$ cat config.mk
export PLATFORM = sky130hd
export DESIGN_NAME = booth_seq_mult_ctrl
export DESIGN_NICKNAME = d
export VERILOG_FILES = /design/src/rtl/booth_seq_mult_ctrl.sv
export SDC_FILE = /design/constraint.sdc
export NUM_CORES = 1
export LEC_CHECK = 0
export BUFFER_PORTS_ARGS = -buffer_cell sky130_fd_sc_hd__buf_4
export CAP_MARGIN = 20
export CORE_ASPECT_RATIO = 1.2
export CORE_MARGIN = 5
export CORE_UTILIZATION = 51
export CTS_CLUSTER_DIAMETER = 50
export DETAILED_ROUTE_END_ITERATION = 12
export PLACE_DENSITY_LB_ADDON = 0.2
export SETUP_SLACK_MARGIN = 0.4
export SLEW_MARGIN = 40
export SYNTH_ARGS = -nofsm -noshare
export SYNTH_HDL_FRONTEND = slang
export SYNTH_SLANG_ARGS = --single-unit
$ cat constraint.sdc
create_clock -name clk -period 12.7 [get_ports clk]
set_clock_uncertainty 0.1 [all_clocks]
set_input_delay 0.635 -clock clk [delete_from_list [all_inputs] [get_ports clk]]
set_output_delay 0.635 -clock clk [all_outputs]
set_load 0.02 [all_outputs]
$ cat src/rtl/booth_seq_mult_ctrl.sv
// Sequential radix-4 Booth multiplier controller: one shared partial-product stage
// walks the Booth digits of y, least significant first, and accumulates the signed product.
module booth_seq_mult_ctrl #(
  parameter int WIDTH = 8
) (
  input  logic                 clk,
  input  logic                 rst,
  input  logic                 in_valid,
  output logic                 in_ready,
  input  logic [WIDTH-1:0]     x,
  input  logic [WIDTH-1:0]     y,
  output logic                 out_valid,
  input  logic                 out_ready,
  output logic [2*WIDTH-1:0]   product,
  output logic                 busy,
  output logic [2:0]           digit
);

  localparam int N     = WIDTH / 2;
  localparam int CNT_W = (N > 1) ? $clog2(N) : 1;
  localparam int XW    = WIDTH + 2;
  localparam int PW    = 2 * WIDTH;

  typedef enum logic [1:0] {
    IDLE = 2'd0,
    BUSY = 2'd1,
    DONE = 2'd2
  } state_t;

  state_t             state;
  state_t             state_nxt;
  logic [XW-1:0]      x_reg;
  logic [WIDTH:0]     y_reg;
  logic [PW-1:0]      acc;
  logic [CNT_W-1:0]   cnt;
  logic               last;
  logic [2:0]         triplet;
  logic [2:0]         booth_sel;
  logic [XW-1:0]      pp;
  logic [PW-1:0]      pp_ext;
  logic [PW-1:0]      pp_shift;
  logic [PW-1:0]      sum;

  // NOTE: sequential state uses non-blocking assignments so every register samples
  // pre-edge values regardless of the order the simulator evaluates processes.
  always_ff @(posedge clk) begin
    if (rst) state <= IDLE;
    else     state <= state_nxt;
  end

  assign last = (cnt == CNT_W'(N - 1));

  // NOTE: every combinational output gets a default before the case so no path
  // leaves it unassigned, which would otherwise infer a latch.
  always_comb begin
    state_nxt = state;
    case (state)
      IDLE:    if (in_valid)  state_nxt = BUSY;
      BUSY:    if (last)      state_nxt = DONE;
      DONE:    if (out_ready) state_nxt = IDLE;
      default:                state_nxt = IDLE;
    endcase
  end

  always_comb begin
    in_ready  = (state == IDLE);
    out_valid = (state == DONE);
    busy      = (state == BUSY);
    digit     = (state == BUSY) ? booth_sel : 3'b000;
  end

  // y_reg carries an implicit y[-1]=0 in bit 0, so digit i sits at y_reg[2i+2:2i].
  always_comb begin
    triplet = 3'b000;
    for (int i = 0; i < N; i++) begin
      if (cnt == CNT_W'(i)) triplet = y_reg[2*i +: 3];
    end
  end

  always_comb begin
    case (triplet)
      3'b001, 3'b010: booth_sel = 3'b001;
      3'b011:         booth_sel = 3'b010;
      3'b100:         booth_sel = 3'b110;
      3'b101, 3'b110: booth_sel = 3'b101;
      default:        booth_sel = 3'b000;
    endcase
  end

  // WIDTH+2 bits hold +-2X for every signed operand, including -2^(WIDTH-1).
  always_comb begin
    case (booth_sel)
      3'b001:  pp = x_reg;
      3'b010:  pp = x_reg << 1;
      3'b101:  pp = -x_reg;
      3'b110:  pp = -(x_reg << 1);
      default: pp = '0;
    endcase
    pp_ext   = {{(PW - XW){pp[XW-1]}}, pp};
    pp_shift = pp_ext << {cnt, 1'b0};
    sum      = acc + pp_shift;
  end

  always_ff @(posedge clk) begin
    if (rst) begin
      x_reg   <= '0;
      y_reg   <= '0;
      acc     <= '0;
      cnt     <= '0;
      product <= '0;
    end else begin
      case (state)
        IDLE: begin
          if (in_valid) begin
            x_reg <= {{2{x[WIDTH-1]}}, x};
            y_reg <= {y, 1'b0};
            acc   <= '0;
            cnt   <= '0;
          end
        end
        BUSY: begin
          acc <= sum;
          cnt <= cnt + 1'b1;
          if (last) product <= sum;
        end
        default: ;
      endcase
    end
  end

endmodule

==> impl_metrics.tcl <==
set metrics [dict create \
    gp_congestion 0.909 \
    critical_path.cell_chain "clkinv_1 > ha_1 > nand3b_1 > a22oi_1 > nor3_1 > a311o_1 > o21ai_0 > ha_1 > nand2b_1 > nor2_1 > o211ai_1 > o221ai_1 > mux4_2 > ha_1 > a21o_1 > a31o_2 > a31oi_1 > a31o_2 > nand4_1 > nor2b_1 > o311ai_0" \
    crit_buf_inv 1 \
    hold_class "flip-flop to flip-flop" \
    drc 0 \
    post_cts_resized 0 \
    die_y_um 102 \
    slew_violations 0 \
    dieArea_sq_um 8750 \
    tightest_slew_ns 0.723 \
    setup_tns_ns 0 \
    routed_via_density 5.76 \
    rsz0062_at_grt "no" \
    cts_made_buffers 5 \
    worstSetupPathType "flip-flop to flip-flop" \
    final_cell_mix "nand2_1, a21oi_1, dfxtp_1, buf_4, nor2_1" \
    grt_max_degree 54 \
    place_hpwl_um 6540 \
    largestRegisters "acc (16), product (16)" \
    cp_top_family "compound AO/OA/AOI/OAI gates" \
    worstPathMaxFanout 12 \
    dr.pass1.iters 4 \
    layout.cells.most_common "nand2_1" \
    fmax_mhz 157 \
    cts_sinks 52 \
    row_count 33 \
    cts_root_buf "clkbuf_8" \
    power_density_nw_per_um2 87.9 \
    worst_path_max_delay_cell "dfxtp_1" \
    core_region_area_sq_um 6810 \
    hold_ws_ns 0.359 \
    routed_wirelength_um 9000 \
    holdBufCountCts 0 \
    antenna_found_initial 0 \
    cpMostUsedCell "ha_1" \
    drive_above_1_share_pct 13.2 \
    num_vias 3347 \
    finalCriticalPeriod_ns 6.35 \
    drtIter0Drc 150 \
    synth_edf_count 0 \
    syn_area_sq_um 3560 \
    synthFlopType "dfxtp_1" \
    cts_tree "done" \
    post-route-period-util_pct 50.0 \
    worstSetupStartpointType "flip-flop" \
    synth.distinct_cells 63 \
    critPathArrivalTime_ns 6.46 \
    status "complete, no violations" \
    grt_pass1_wl_um 15300 \
    die_w_um 86.3 \
    clk_latency_ns 0.31 \
    syn_to_final_growth_pct 11.8 \
    clk_pin_slew_ns 0.10 \
    ir_drop_mv 0.0660 \
    crit_required_ns 12.81 \
    synth_area_leaders "dfxtp_1, nand2_1, a21oi_1" \
    wl_per_cell_um 15.5 \
    crit_path_max_incr_delay_ns 0.62 \
    yosys_warnings 0 \
    fin_nets 536 \
    async_flop_share_pct 0 \
    relSlewSlack_pct 51.7 \
    yosys_register_bits 52 \
    synth.largest_area_cell "dfxtp_1" \
    setup_viol 0 \
    portBuffers 41 \
    fillers 661 \
    clk_path_buf_depth 2 \
    grt_usage_pct 21.3 \
    maxCapViolCount 0 \
    post_cts.repair.setup_buffers 0 \
    hold_violations 0 \
    syn_nets 512 \
    yosysTopAreaCellShare_pct 29.3 \
    syn_area_per_cell_sq_um 7.59 \
    critPathCaptureType "flip-flop" \
    grt_pass1_vias 3311 \
    cts_max_level 2 \
    yosysSeqAreaShare_pct 29.3 \
    start_util_pct 52.2 \
    syn_inst 469 \
    n_antenna_cell 0 \
    power_leakage_nw 1.57 \
    ant_nets 0 \
    overflow 0 \
    num_io_pins 42 \
]
-- report_power, final --
part | internal (mW) | switching (mW) | total [mW]
clock | 0.0445 | 0.0564 | 0.101
sequential | 0.168 | 0.00636 | 0.174
combinational | 0.0292 | 0.0457 | 0.0749
total | 0.242 | 0.108 | 0.350
-- worst paths after layout --
path / start / to / slack [ns] / cells past startpoint
max reg2reg: cnt[0]$_SDFFE_PP0P_ / acc[15]$_SDFFE_PP0P_ / 6.35 / 21
min: product[11]$_SDFFE_PP0P_ / product[11]$_SDFFE_PP0P_ / 0.36 / 2
min reg2reg: product[11]$_SDFFE_PP0P_ / product[11]$_SDFFE_PP0P_ / 0.36 / 2
max: cnt[0]$_SDFFE_PP0P_ / acc[15]$_SDFFE_PP0P_ / 6.35 / 21
-- cells in the mapped netlist, types with 7 or more instances --
cell      count
nand2_1      90
a21oi_1      63
dfxtp_1      52
nor2_1       26
clkbuf_1     23
ha_1         22
nand3_1      19
inv_1        14
xnor2_1      11
a211oi_1     10
nand2b_1     10
nor3_1       10
o21ai_0       9
nand3b_1      8
xor2_1        7
-- worst min-delay path, cell delays in order, from the launching register on --
cell,delay [ns]
dfxtp_1,0.32
nand2_1,0.05
a21oi_1,0.05
-- per-layer routing --
layer	share of wire [%]	vias up	track usage, %	routed length (um)
met5	0	-	0	0
met4	1.6	0	5.88	142
met3	4.3	11	3.25	389
met2	50	67	38.1	4480
met1	44	1546	26.5	3990
li1	-	1723	-	-
-- area by class of cell --
type | instances | area [sq um] | area share [%]
Clock buffer | 7 | 86.3 | 2.17
Inverter | 15 | 56.3 | 1.41
Clock inverter | 1 | 7.51 | 0.189
Sequential cell | 52 | 1040 | 26.2
Tap cell | 87 | 109 | 2.73
Multi-Input combinational cell | 376 | 2360 | 59.2
Timing Repair Buffer | 43 | 323 | 8.11
-- per-stage QoR --
| stage | total power, mW | util, % | cells | worst slack, ns | area (sq um) |
|---|---|---|---|---|---|
| floorplan | 0.233 | - | 469 | 7.04 | 3560 |
| global placement | 0.251 | 57.0 | 573 | 6.77 | 3880 |
| detailed placement | 0.252 | 57.0 | 573 | 6.45 | 3890 |
| CTS | 0.353 | 58.4 | 581 | 6.46 | 3980 |
| global route | 0.370 | 58.4 | 581 | 5.85 | 3980 |
| finish | 0.350 | 58.4 | 581 | 6.35 | 3980 |
-- kinds of logic after synthesis --
family	Yosys count	share of synthesized area, %
DFF	52	29.3
adders and majority gates	23	8.30
muxes	6	2.39
xor gates and xnor gates	19	5.10
buffers and inverters	41	4.57
and+or+nand+nor	189	24.9
AOI/OAI and AO/OA	139	25.5
Note: power is estimated with default switching activity, not from simulation.
